$ cat config.mk
export PLATFORM = sky130hd
export DESIGN_NAME = operate_frame_sender
export DESIGN_NICKNAME = d
export VERILOG_FILES = /design/src/rtl/operate_frame_sender.sv
export SDC_FILE = /design/constraint.sdc
export NUM_CORES = 1
export LEC_CHECK = 0
export BUFFER_PORTS_ARGS = -buffer_cell sky130_fd_sc_hd__buf_2
export CORE_UTILIZATION = 30
export CTS_CLUSTER_DIAMETER = 200
export CTS_CLUSTER_SIZE = 25
export DETAILED_ROUTE_END_ITERATION = 16
export GPL_TIMING_DRIVEN = 0
export SLEW_MARGIN = 30
export SYNTH_ARGS = -nofsm -noshare
export SYNTH_HDL_FRONTEND = slang
export SYNTH_SLANG_ARGS = --single-unit
$ cat constraint.sdc
create_clock -name clk -period 2.1 [get_ports clk]
set_clock_uncertainty 0.1 [all_clocks]
set_input_delay 0.105 -clock clk [delete_from_list [all_inputs] [get_ports clk]]
set_output_delay 0.105 -clock clk [all_outputs]
set_load 0.1 [all_outputs]
$ cat src/rtl/operate_frame_sender.sv
// Captures verified operate events into a small FIFO and serialises each one as a
// 4-byte frame (header, op, cuisine count, XOR checksum) on a valid/ready byte stream.
`timescale 1ns/1ps
module operate_frame_sender #(
   parameter int unsigned FIFO_DEPTH  = 4,
   parameter logic [7:0]  HDR_BYTE    = 8'hAA,
   parameter logic [7:0]  IGNORE_CODE = 8'h00
) (
   input  logic       clk,
   input  logic       rst_n,
   input  logic [7:0] verified_op,
   input  logic [2:0] cuisine_num,
   output logic [7:0] tx_data,
   output logic       tx_valid,
   input  logic       tx_ready,
   output logic [2:0] fifo_level,
   output logic       overflow,
   output logic       busy
);

   localparam int unsigned PW = (FIFO_DEPTH > 1) ? $clog2(FIFO_DEPTH) : 1;

   typedef enum logic [2:0] {
      S_IDLE,
      S_HDR,
      S_OP,
      S_NUM,
      S_SUM
   } state_t;

   state_t        state_q, state_d;
   logic [10:0]   mem_q [FIFO_DEPTH];
   logic [10:0]   mem_d [FIFO_DEPTH];
   logic [PW-1:0] wr_ptr_q, wr_ptr_d;
   logic [PW-1:0] rd_ptr_q, rd_ptr_d;
   logic [2:0]    level_q, level_d;
   logic          overflow_q, overflow_d;
   logic [7:0]    prev_op_q, prev_op_d;
   logic [7:0]    op_q, op_d;
   logic [2:0]    num_q, num_d;

   logic          fifo_empty;
   logic          fifo_full;
   logic          op_event;
   logic          push_req;
   logic          push;
   logic          pop;
   logic [10:0]   head;

   assign fifo_empty = (level_q == 3'd0);
   assign fifo_full  = (level_q == 3'(FIFO_DEPTH));
   assign op_event   = (verified_op != prev_op_q);
   assign push_req   = op_event && (verified_op != IGNORE_CODE);
   assign head       = mem_q[rd_ptr_q];

   // A new frame is loaded from idle, or straight after the checksum byte is taken.
   assign pop  = !fifo_empty && ((state_q == S_IDLE) || ((state_q == S_SUM) && tx_ready));
   assign push = push_req && (!fifo_full || pop);

   always_comb begin
      mem_d      = mem_q;
      wr_ptr_d   = wr_ptr_q;
      rd_ptr_d   = rd_ptr_q;
      level_d    = level_q;
      overflow_d = overflow_q;
      prev_op_d  = prev_op_q;
      if (op_event) begin
         prev_op_d = verified_op;
      end
      if (push) begin
         mem_d[wr_ptr_q] = {verified_op, cuisine_num};
         wr_ptr_d        = wr_ptr_q + PW'(1);
      end
      if (pop) begin
         rd_ptr_d = rd_ptr_q + PW'(1);
      end
      if (push && !pop) begin
         level_d = level_q + 3'd1;
      end else if (pop && !push) begin
         level_d = level_q - 3'd1;
      end
      if (push_req && !push) begin
         overflow_d = 1'b1;
      end
   end

   always_comb begin
      state_d = state_q;
      op_d    = op_q;
      num_d   = num_q;
      case (state_q)
         S_IDLE: begin
            if (pop) begin
               op_d    = head[10:3];
               num_d   = head[2:0];
               state_d = S_HDR;
            end
         end
         S_HDR: begin
            if (tx_ready) begin
               state_d = S_OP;
            end
         end
         S_OP: begin
            if (tx_ready) begin
               state_d = S_NUM;
            end
         end
         S_NUM: begin
            if (tx_ready) begin
               state_d = S_SUM;
            end
         end
         S_SUM: begin
            if (tx_ready) begin
               if (pop) begin
                  op_d    = head[10:3];
                  num_d   = head[2:0];
                  state_d = S_HDR;
               end else begin
                  state_d = S_IDLE;
               end
            end
         end
         default: begin
            state_d = S_IDLE;
         end
      endcase
   end

   always_comb begin
      tx_data = 8'h00;
      case (state_q)
         S_HDR:   tx_data = HDR_BYTE;
         S_OP:    tx_data = op_q;
         S_NUM:   tx_data = {5'b0, num_q};
         S_SUM:   tx_data = HDR_BYTE ^ op_q ^ {5'b0, num_q};
         default: tx_data = 8'h00;
      endcase
   end

   assign tx_valid   = (state_q != S_IDLE);
   assign busy       = (state_q != S_IDLE);
   assign fifo_level = level_q;
   assign overflow   = overflow_q;

   always_ff @(posedge clk or negedge rst_n) begin
      if (!rst_n) begin
         state_q    <= S_IDLE;
         wr_ptr_q   <= '0;
         rd_ptr_q   <= '0;
         level_q    <= 3'd0;
         overflow_q <= 1'b0;
         prev_op_q  <= IGNORE_CODE;
         op_q       <= 8'h00;
         num_q      <= 3'd0;
         for (int i = 0; i < int'(FIFO_DEPTH); i++) begin
            mem_q[i] <= 11'd0;
         end
      end else begin
         state_q    <= state_d;
         wr_ptr_q   <= wr_ptr_d;
         rd_ptr_q   <= rd_ptr_d;
         level_q    <= level_d;
         overflow_q <= overflow_d;
         prev_op_q  <= prev_op_d;
         op_q       <= op_d;
         num_q      <= num_d;
         mem_q      <= mem_d;
      end
   end

endmodule

; ---- Word-level counts from Yosys, hierarchy flattened
; Cells that the tools add are included.
[totals]
ff_bits = 74
in_bits = 14
output_inout_bits = 14
elab_cells = 78
[op_classes]
add_sub_neg = 4
n_lt_le_gt_ge = 3
n_eq_ne = 11
n_mux = 22
bitwise = 4
n_reduce_logical = 22
[ops]
columns = op, n
row1 = $bwmux 44, 1
row2 = $mux 11, 3
row3 = $pmux 8 s4, 1
row4 = $mux 3, 9
row5 = $bmux 11 s2, 1
row6 = $demux 11 s2, 1
row7 = $mux 8, 2
row8 = $pmux 8 s2, 1
row9 = $pmux 3 s5, 1
row10 = $ne 2x2->1 const B, 5
row11 = $logic_and 1x1->1, 8
row12 = $ne 8x8->1, 1
row13 = $reduce_bool 8->1, 1
row14 = $xor 8x3->8, 1
row15 = $eq 3x2->1 const B, 2
row16 = $eq 3x3->1 const B, 2
row17 = $ge 3x3->1 const B, 2
row18 = $logic_not 3->1, 2
row19 = $not 2->3, 2
row20 = $pmux 3 s2, 1
row21 = $reduce_and 5->1, 1
row22 = $add 2x1->2 const B, 2
row23 = $logic_not 1->1, 4
row24 = $not 4->4, 1
row25 = 9 further kinds, 11

; ---- Logic depth before layout (Yosys ltp)
; Gate-level depths: netlist (run 1).
[depth]
word_depth = 10
mapped_depth = 11
depth_no_buf = 10

; ---- Worst setup path before layout (run 1)
; Ideal clock, no wire load.
[synth_timing]
path_type = register to output
start = reg state_q[0]
end = out tx_data[3]
t_arrival_ns = 3.052
required_ns = 1.895
setup_slack_ns = -1.157
stages_incl_launch_ff = 6
path_buffers = 1
cell_sequence = dfrtp_1 buf_1 inv_1 nand2_1 o21a_1 o21ai_0
[synth_via]
elab_chain_len = 2
elab_cells_between_ends = 5
classes_between = 4 x eq/ne / 1 x mux
[synth_lines]
columns = element, line_no
row1 = "start, declared", 31  ; state_t state_q, state_d;
row2 = "start signal, assigned", 161  ; state_q <= state_d;
row3 = $eq 3x3->1 (tied with other cells), 133  ; case (state_q)
row4 = $pmux 8 s4 (*), 133
row5 = "end, declared", 13  ; output logic [7:0] tx_data,
; Every way passes the cells marked *; elsewhere a longest branch is shown, timed or not.

; ---- Worst setup path in the final report (run 1)
[layout_timing]
start = reg level_q[2], in the netlist fifo_level[2]
end = reg level_q[1], in the netlist fifo_level[1]
[layout_via]
elab_cells_between_ends = 13
classes_between = 1 x eq/ne / 1 x mux / 11 x reduce/logical
[layout_lines]
columns = element, line_no
row1 = "start, declared", 36  ; logic [2:0] level_q, level_d;
row2 = "start signal, assigned", 164  ; level_q <= level_d;
row3 = $logic_not 3->1, 50  ; assign fifo_empty = (level_q == 3'd0);
row4 = $logic_not 1->1, 57  ; assign pop = !fifo_empty && ((state_q == S_IDLE) || ((state_q == S_SUM) && tx_ready));
row5 = $logic_and 1x1->1, 57
row6 = $logic_or 1x1->1 (*), 58  ; assign push = push_req && (!fifo_full || pop);
row7 = $logic_and 1x1->1 (*), 58
row8 = named net push, 46  ; logic push;
row9 = $logic_and 1x1->1 (*), 77  ; if (push && !pop) begin
row10 = $mux 3 (*), 77
row11 = named net level_d[1], 36
; Mark *: on every way through the listed nets, which the timed path passes. The rest lies on a longest branch.
; A chain may end at the register's enable or synchronous reset.

==> reports/results.ini, run 1 <==
[drt]
drt_iter0_markers=160
wl_per_cell_um=16.0
dr.pass1.iters=10
viasPerCell=4.72
routed-via-count=2158
drc=4
drt_wl_total_um=7300
antenna_left=0

[floorplan]
chipWidth_um=112
num_rows=39
io_pins=28
die_area_sq_um=12500
core-area_sq_um=11600
start_util=0.313
die_h_um=112

[timing]
hold_violations=0
fin_crit_ns=2.17
setup_viol_count_final=1
grt_setup_unrepaired=true
setup_slack_ns=-0.0710
max-slew-margin-rel=0.525
slew_violations=0
period_share=1.03
finalSetupTns_ns=-0.0710
worstMarginPinSlew_ns=0.712
max_freq_ghz=0.461

[worst_setup_path]
critical_path.cell_chain=inv_4 -> a2111o_1 -> nand2_4 -> nor2_4 -> ha_4 -> inv_2 -> fa_2 -> mux2_4
critical_path.slowest_cell=dfrtp_4
path_class=flop to flop
start_kind=flop
worstPathMaxFanout=3
r2r_start=fifo_level[2]$_DFFE_PN0P_
critical_path_arrival_ns=2.28
ff2ff_path_depth=8
regToRegSetupSlack_ns=-0.07
r2r-end=fifo_level[1]$_DFFE_PN0P_
crit_required_ns=2.21
end_kind=flop
crit_family=adder cells
cp_num_buf_inv=2
max_stage_delay_ns=0.45

[status]
violations=DRC, setup timing
status=complete, but fails checks

[placed_design]
dp.cells=416
io_buffers=27
dpl_cell_area_sq_um=3980
hpwlAfterDp_um=4700
gp_congestion=0.748

[logic_synthesis]
avgSynthCellArea_sq_um=14.8
synth_warnings=0
synth_top_flop_cell=dfrtp_1
synth_nets=265
syn_area_sq_um=3620
synth_cell_types=41
seq_area_frac_synth=0.512
ys_seq_elements=74
syn_inst=245
synthArstFlopShare=1.00
synth_edf_count=0

[worst_hold_path]
holdCritPathClass=input port to flop
hold_depth=2
holdCritStartpoint=verified_op[6]
min_to=mem_q[20]$_DFFE_PN0P_

[clock_network]
cts_tree=built
clk_path_buf_depth=2
clock_sinks=74
cts_max_level=3
numCtsBuffers=9
cts_root_buffer=clkbuf_16
clkTransAtPathRegs_ns=0.06
clk_latency_ns=0.33

[global_routing]
antenna_found_initial=0
grt_max_degree=44
grt_usage=0.132
grt_pass1_wl_um=12500
grt_overflow=0
first_global_vias=2326

[finish]
area_growth_syn_to_layout_pct=28.6
drive_above_1_share=0.487
final_common_cell=dfrtp_1
fillers=1070
layout.nets=329
layout_common_cells=dfrtp_1, mux2_4, buf_2, buf_4, xnor2_1
final_cell_area_sq_um=4650
num_antenna_cells=0
final_cells=457
post-route-util=0.402
multi_input_area_sq_um=1740
register_area_sq_um=1870

[flow_run]
cap_viol_max_count=0

[cells in the mapped netlist, types with 5 or more instances]
master | instances | area, sq um
nand2_1 | 8 | 30.0
ha_1 | 5 | 62.6
mux4_2 | 11 | 248
mux2_2 | 11 | 124
xnor2_1 | 14 | 123
mux2_1 | 5 | 56.3
clkbuf_1 | 10 | 37.5
dfrtp_1 | 74 | 1850
inv_1 | 8 | 30.0
mux2_4 | 40 | 601
[sequential cells by signal (all words and copies together), names as in the netlist]
| name | count |
|---|---|
| overflow | 1 |
| wr_ptr_q | 2 |
| rd_ptr_q | 2 |
| mem_q | 44 |
| num_q | 3 |
| state_q | 3 |
| fifo_level | 3 |
| op_q | 8 |
| prev_op_q | 8 |
[cell type report]
| class | instances | area share |
|---|---|---|
| multi-input combinational | 145 | 0.373 |
| sequential | 74 | 0.401 |
| clock inverter | 2 | 0.00215 |
| tap | 143 | 0.0385 |
| inverter | 8 | 0.00699 |
| clock buffer | 14 | 0.0589 |
| buffer | 17 | 0.0223 |
| timing repair buffer | 54 | 0.0971 |
[per-layer routing]
metal  GRT usage  share of wire
met1       0.188           0.51
met2       0.192           0.45
met3      0.0392          0.028
met4      0.0378          0.011
met5           0              0
[worst max-delay path by stage]
stage,startpoint,to,cells past startpoint
global route,fifo_level[2]$_DFFE_PN0P_,fifo_level[1]$_DFFE_PN0P_,8
floorplan,state_q[0]$_DFFE_PN0P_,tx_data[0],5
detailed placement,state_q[2]$_DFFE_PN0P_,fifo_level[1]$_DFFE_PN0P_,9
finish,fifo_level[2]$_DFFE_PN0P_,fifo_level[1]$_DFFE_PN0P_,8
global placement,state_q[2]$_DFFE_PN0P_,fifo_level[1]$_DFFE_PN0P_,9
CTS,fifo_level[2]$_DFFE_PN0P_,fifo_level[2]$_DFFE_PN0P_,10
[kinds of logic after synthesis]
| logic type | Yosys count | share of synthesized area |
|---|---|---|
| XOR/XNOR | 18 | 0.0436 |
| AND/OR/NAND/NOR | 33 | 0.0595 |
| multiplexers | 69 | 0.290 |
| flip-flops | 74 | 0.512 |
| adder cells (fa/ha/maj) | 6 | 0.0228 |
| AO/OA/AOI/OAI | 19 | 0.0353 |
| buffers and inverters | 26 | 0.0370 |
[what timing repair did]
action	4_1_cts	5_1_grt
buffers inserted	10	3
gates resized for setup	30	19
hold endpoints to repair	64	0
pin swaps	8	9
endpoints found under the setup margin	11	20
hold buffers	13	0
[per-stage QoR]
step / setup slack, ns / hold slack [ns]
final: -0.0710 / 0.0292
after global routing: -0.123 / 0.0268
after CTS: -0.0763 / 0.0170
after detailed placement: -0.572 / 0.0530
after global placement: -0.532 / 0.254
after floorplan: -0.667 / -0.291
Power of run 1 is left out: the tool's default activity adds up to more than one toggle a clock period on the data nets, which glitch-free logic cannot reach.
==> inputs of run 2 (changes only) <==
--- a/config.mk
+++ b/config.mk
@@ -6,11 +6,12 @@
 export NUM_CORES = 1
 export LEC_CHECK = 0
 export BUFFER_PORTS_ARGS = -buffer_cell sky130_fd_sc_hd__buf_2
-export CORE_UTILIZATION = 30
+export CORE_UTILIZATION = 54
 export CTS_CLUSTER_DIAMETER = 200
 export CTS_CLUSTER_SIZE = 25
 export DETAILED_ROUTE_END_ITERATION = 16
 export GPL_TIMING_DRIVEN = 0
+export PLACE_DENSITY = 0.76
 export SLEW_MARGIN = 30
 export SYNTH_ARGS = -nofsm -noshare
 export SYNTH_HDL_FRONTEND = slang
==> run 2 against run 1 <==
  * The run still ends with DRC, setup timing left
  * Critical endpoint unchanged
  * Worst hold slack lost 0.018 ns
  * Sequential share of layout area increased by 0.086 points
  * Fmax decreased by 1.5%
  * Flip-flop and latch count did not move
==> reports/results.ini, run 2 (synthesis results as in run 1) <==
[status]
status=complete, but fails checks  ; unchanged
violations=DRC, setup timing  ; unchanged

[drt]
antenna_left=0  ; unchanged
drt_iter0_markers=162  ; was 160
drt_wl_total_um=7320  ; was 7300 um
routed-via-count=2187  ; was 2158
wl_per_cell_um=18.1  ; was 16.0 um
viasPerCell=5.40  ; was 4.72
dr.pass1.iters=10  ; unchanged
drc=6  ; was 4

[placed_design]
dpl_cell_area_sq_um=3900  ; was 3980 sq um
place_ws_ns=-0.498  ; was -0.572 ns
hpwlAfterDp_um=4520  ; was 4700 um
io_buffers=27  ; unchanged
gp_congestion=0.744  ; was 0.748

[timing]
grt_setup_unrepaired=true  ; unchanged
period_share=1.05  ; was 1.03
hold_violations=0  ; unchanged
worstMarginPinSlew_ns=0.689  ; was 0.712 ns
max-slew-margin-rel=0.541  ; was 0.525
max_freq_ghz=0.454  ; was 0.461 GHz
fin_crit_ns=2.20  ; was 2.17 ns
slew_violations=0  ; unchanged
setup_slack_ns=-0.103  ; was -0.0710 ns
setup_viol_count_final=2  ; was 1

[worst_setup_path]
worstPathMaxFanout=3  ; unchanged
crit_required_ns=2.24  ; was 2.21 ns
critical_path_arrival_ns=2.35  ; was 2.28 ns
r2r-end=fifo_level[1]$_DFFE_PN0P_  ; unchanged
end_kind=flop  ; unchanged
regToRegSetupSlack_ns=-0.10  ; was -0.07 ns
r2r_start=fifo_level[2]$_DFFE_PN0P_  ; unchanged
start_kind=flop  ; unchanged
ff2ff_path_depth=8  ; unchanged
path_class=flop to flop  ; unchanged

[floorplan]
num_rows=29  ; was 39
die_area_sq_um=7030  ; was 12500 sq um
chipWidth_um=83.8  ; was 112 um
die_h_um=83.8  ; was 112 um
start_util=0.563  ; was 0.313
io_pins=28  ; unchanged
core-area_sq_um=6420  ; was 11600 sq um

[finish]
layout.nets=343  ; was 329
area_growth_syn_to_layout_pct=28.3  ; was 28.6%
multi_input_area_sq_um=1730  ; was 1740 sq um
final_common_cell=dfrtp_1  ; unchanged
fillers=435  ; was 1070
largest_register_ffs=44  ; unchanged
num_antenna_cells=0  ; unchanged
final_cell_area_sq_um=4640  ; was 4650 sq um
top_register=mem_q  ; unchanged
largestRegisters=mem_q: 44 flops, op_q: 8 flops, prev_op_q: 8 flops  ; unchanged
register_area_sq_um=1870  ; unchanged
layout_common_cells=dfrtp_1, mux2_4, buf_4, buf_2, dlygate4sd3_1  ; was dfrtp_1, mux2_4, buf_2, buf_4, xnor2_1
drive_above_1_share=0.500  ; was 0.487

[worst_hold_path]
min_to=mem_q[42]$_DFFE_PN0P_  ; was mem_q[20]$_DFFE_PN0P_
holdCritStartpoint=verified_op[6]  ; unchanged
hold_depth=2  ; unchanged
holdCritPathClass=input port to flop  ; unchanged

[global_routing]
grt_usage=0.228  ; was 0.132
grt_overflow=0  ; unchanged
grt_pass1_wl_um=11800  ; was 12500 um
grt_max_degree=39  ; was 44
first_global_vias=2274  ; was 2326
antenna_found_initial=0  ; unchanged

[clock_network]
clock_sinks=74  ; unchanged
numCtsBuffers=9  ; unchanged
cts_root_buffer=clkbuf_8  ; was clkbuf_16
cts_max_level=3  ; unchanged
cts_tree=built  ; unchanged
clk_latency_ns=0.35  ; was 0.33 ns
clk_path_buf_depth=2  ; unchanged
clkTransAtPathRegs_ns=0.08  ; was 0.06 ns

[flow_run]
cap_viol_max_count=0  ; unchanged

==> run 2: final cells by class <==
class                           count  area share
Sequential cell                    74       0.402
Multi-Input combinational cell    145       0.373
Timing Repair Buffer               68       0.124
Clock buffer                       10      0.0275
Buffer                             17      0.0232
Clock inverter                      6      0.0226
Tap cell                           77      0.0208
Inverter                            8     0.00647
==> run 2: worst max-delay path by stage <==
stage	to	from	cells after the start	slack, ns
floorplan	tx_data[0]	state_q[0]$_DFFE_PN0P_	5	-0.67
global placement	fifo_level[1]$_DFFE_PN0P_	state_q[2]$_DFFE_PN0P_	9	-0.48
detailed placement	fifo_level[1]$_DFFE_PN0P_	state_q[2]$_DFFE_PN0P_	9	-0.50
CTS	fifo_level[1]$_DFFE_PN0P_	fifo_level[1]$_DFFE_PN0P_	7	-0.11
global route	fifo_level[1]$_DFFE_PN0P_	fifo_level[2]$_DFFE_PN0P_	8	-0.17
finish	fifo_level[1]$_DFFE_PN0P_	fifo_level[2]$_DFFE_PN0P_	8	-0.10
==> run 2: routing by layer <==
metal,share of wire,global-route usage
met3,0.027,0.0356
met4,0.022,0.113
met5,0,0
met1,0.45,0.305
met2,0.50,0.364
==> run 2: stage by stage <==
step,util,setup TNS (ns),hold WS (ns),std cells
floorplan,-,-3.88,-0.291,245
CTS,0.697,-0.143,0.00625,394
detailed placement,0.607,-0.933,0.00372,350
global placement,0.604,-0.868,0.248,349
global route,0.723,-0.417,0.0275,405
finish,0.723,-0.119,0.0107,405
==> run 2: critical path, cell delays in order, from the launching register on <==
cell      delay [ns]
dfrtp_4         0.45
inv_2           0.04
a2111o_1        0.45
nand2_4         0.10
nor2_4          0.05
ha_4            0.16
inv_2           0.05
fa_2            0.42
mux2_2          0.27
==> run 2: timing repair <==
action	in CTS	in global routing
pin swaps	8	9
buffers inserted	12	11
endpoints found under the hold margin	63	0
setup endpoints to repair	9	14
hold buffers	17	0
cloned	0	1
resized for setup	29	22
Power of run 2 is left out for the same reason.
==> inputs of run 3 (changes only) <==
--- a/config.mk
+++ b/config.mk
@@ -16,3 +16,4 @@
 export SYNTH_ARGS = -nofsm -noshare
 export SYNTH_HDL_FRONTEND = slang
 export SYNTH_SLANG_ARGS = --single-unit
+export TNS_END_PERCENT = 5
==> run 3 against run 2 <==
  * The flow still finishes with violations (DRC, setup timing)
  * Worst hold slack better by 0.011 ns
  * Flip-flop and latch count unchanged
  * Critical path depth unchanged
  * Wire length down 1.9%
  * Cell count down 1.2%
  * Fmax down 2.5%
  * Clock-buffer cell count unchanged
  * Register-to-register slack worse by 0.06 ns
  * Worst setup slack worse by 0.057 ns
  * Global-route usage down 0.082 points
  * First-iteration DRC count down 12%
  * Core utilization down 1.6 points
  * Highest routed layer unchanged
==> reports/results.ini, run 3 (synthesis results as in run 1) <==
[status]
status=complete, but fails checks  ; unchanged
violations=DRC, setup timing  ; unchanged

[drt]
drt_wl_total_um=7180  ; was 7320 um
met2WireLength_um=3500  ; was 3680 um
highest_layer=met4  ; unchanged
viasPerCell=5.47  ; was 5.40
drt_iter0_markers=143  ; was 162
routed-via-count=2186  ; was 2187
antenna_left=0  ; unchanged
wl_per_cell_um=17.9  ; was 18.1 um
wl_met3_um=179  ; was 197 um
dr.pass1.iters=10  ; unchanged
drc=8  ; was 6
wl_met1_um=3390  ; was 3280 um

[finish]
drive_above_1_share=0.477  ; was 0.500
largestRegisters=mem_q: 44 flops, op_q: 8 flops, prev_op_q: 8 flops  ; unchanged
layout_common_cells=dfrtp_1, mux2_4, buf_4, buf_2, dlygate4sd3_1  ; unchanged
largest_register_ffs=44  ; unchanged
layout.nets=338  ; was 343
area_growth_syn_to_layout_pct=25.5  ; was 28.3%
top_register=mem_q  ; unchanged
final_common_cell=dfrtp_1  ; unchanged
num_antenna_cells=0  ; unchanged
final_cell_area_sq_um=4540  ; was 4640 sq um

[timing]
fin_crit_ns=2.26  ; was 2.20 ns
slew_violations=0  ; unchanged
setup_slack_ns=-0.161  ; was -0.103 ns
max_freq_ghz=0.442  ; was 0.454 GHz
hold_violations=0  ; unchanged
setup_viol_count_final=8  ; was 2
worstMarginPinSlew_ns=0.657  ; was 0.689 ns
period_share=1.08  ; was 1.05
max-slew-margin-rel=0.562  ; was 0.541
grt_setup_unrepaired=true  ; unchanged
holdWs_ns=0.0217  ; was 0.0107 ns

[clock_network]
clk_path_buf_depth=2  ; unchanged
clkTransAtPathRegs_ns=0.09  ; was 0.08 ns
clock_sinks=74  ; unchanged
clk_latency_ns=0.35  ; about the same
numCtsBuffers=9  ; unchanged
cts_tree=built  ; unchanged
cts_root_buffer=clkbuf_8  ; unchanged
cts_max_level=3  ; unchanged

[worst_hold_path]
holdCritPathClass=input port to flop  ; unchanged
holdCritStartpoint=verified_op[0]  ; was verified_op[6]
min_to=mem_q[3]$_DFFE_PN0P_  ; was mem_q[42]$_DFFE_PN0P_
hold_depth=2  ; unchanged

[worst_setup_path]
worstPathMaxFanout=3  ; unchanged
regToRegSetupSlack_ns=-0.16  ; was -0.10 ns
crit_required_ns=2.23  ; was 2.24 ns
end_kind=flop  ; unchanged
r2r_start=state_q[2]$_DFFE_PN0P_  ; was fifo_level[2]$_DFFE_PN0P_
critical_path_arrival_ns=2.39  ; was 2.35 ns
path_class=flop to flop  ; unchanged
r2r-end=fifo_level[1]$_DFFE_PN0P_  ; unchanged
start_kind=flop  ; unchanged
ff2ff_path_depth=8  ; unchanged

[floorplan]
io_pins=28  ; unchanged
die_area_sq_um=7030  ; unchanged
start_util=0.563  ; unchanged
chipWidth_um=83.8  ; unchanged
die_h_um=83.8  ; unchanged
core-area_sq_um=6420  ; unchanged
num_rows=29  ; unchanged

[global_routing]
grt_pass1_wl_um=12000  ; was 11800 um
first_global_vias=2326  ; was 2274
antenna_found_initial=0  ; unchanged
grt_usage=0.227  ; was 0.228
grt_overflow=0  ; unchanged
grt_max_degree=42  ; was 39

[flow_run]
cap_viol_max_count=0  ; unchanged

[placed_design]
dpl_cell_area_sq_um=3870  ; was 3900 sq um
io_buffers=27  ; unchanged
place_ws_ns=-0.553  ; was -0.498 ns
gp_congestion=0.819  ; was 0.744
hpwlAfterDp_um=4350  ; was 4520 um

run 3: cell count changes in the layout (fill, tap and decap cells not counted), sizes merged:
| cell | change |
|---|---|
| buf | -6 |
| bufinv | -2 |
| clkinvlp | +2 |
| dlygate4sd3 | +1 |
run 3: worst max-delay path: stages, from the launching register on:
cell	delay, ns
dfrtp_2	0.40
nand2b_4	0.07
a2111o_1	0.51
nand2_4	0.12
nor2_4	0.05
ha_4	0.16
inv_2	0.05
fa_2	0.41
mux2_4	0.27
run 3: layout make-up:
cell class              instances  area [sq um]
multi-input cells             145          1720
flip-flops and latches         74          1860
well taps                      77          96.3
clock inverters                 6          67.6
repair buffers                 62           529
fillers                       416          1880
clock buffers                  10           128
inverters                       8          30.0
plain buffers                  18           115
run 3: worst max path at each step:
stage                                      start                         to  depth (start not counted)
after CTS                 state_q[0]$_DFFE_PN0P_  fifo_level[1]$_DFFE_PN0P_                          8
after floorplan           state_q[0]$_DFFE_PN0P_                 tx_data[0]                          5
after detailed placement  state_q[2]$_DFFE_PN0P_  fifo_level[1]$_DFFE_PN0P_                          9
after global routing      state_q[2]$_DFFE_PN0P_  fifo_level[1]$_DFFE_PN0P_                          8
final                     state_q[2]$_DFFE_PN0P_  fifo_level[1]$_DFFE_PN0P_                          8
after global placement    state_q[2]$_DFFE_PN0P_  fifo_level[1]$_DFFE_PN0P_                          9
run 3: metrics by stage:
| stage | utilization | cells | setup TNS (ns) |
|---|---|---|---|
| floorplan | - | 245 | -4.25 |
| global placement | 0.600 | 349 | -0.941 |
| detailed placement | 0.603 | 350 | -1.05 |
| CTS | 0.687 | 393 | -0.201 |
| global route | 0.707 | 400 | -0.935 |
| finish | 0.707 | 400 | -0.272 |
run 3: metal layers:
| metal | global-route usage | vias to the layer above |
|---|---|---|
| li1 | - | 1007 |
| met1 | 0.327 | 1126 |
| met2 | 0.346 | 42 |
| met3 | 0.0445 | 11 |
| met4 | 0.0799 | 0 |
| met5 | 0 | - |
run 3: timing repair:
action | CTS | global route
gates resized for setup | 26 | 23
setup endpoints to repair | 9 | 31
setup buffers | 9 | 7
pin swaps | 7 | 10
hold endpoints to repair | 105 | 0
hold buffers | 18 | 0
Power of run 3 is left out for the same reason.
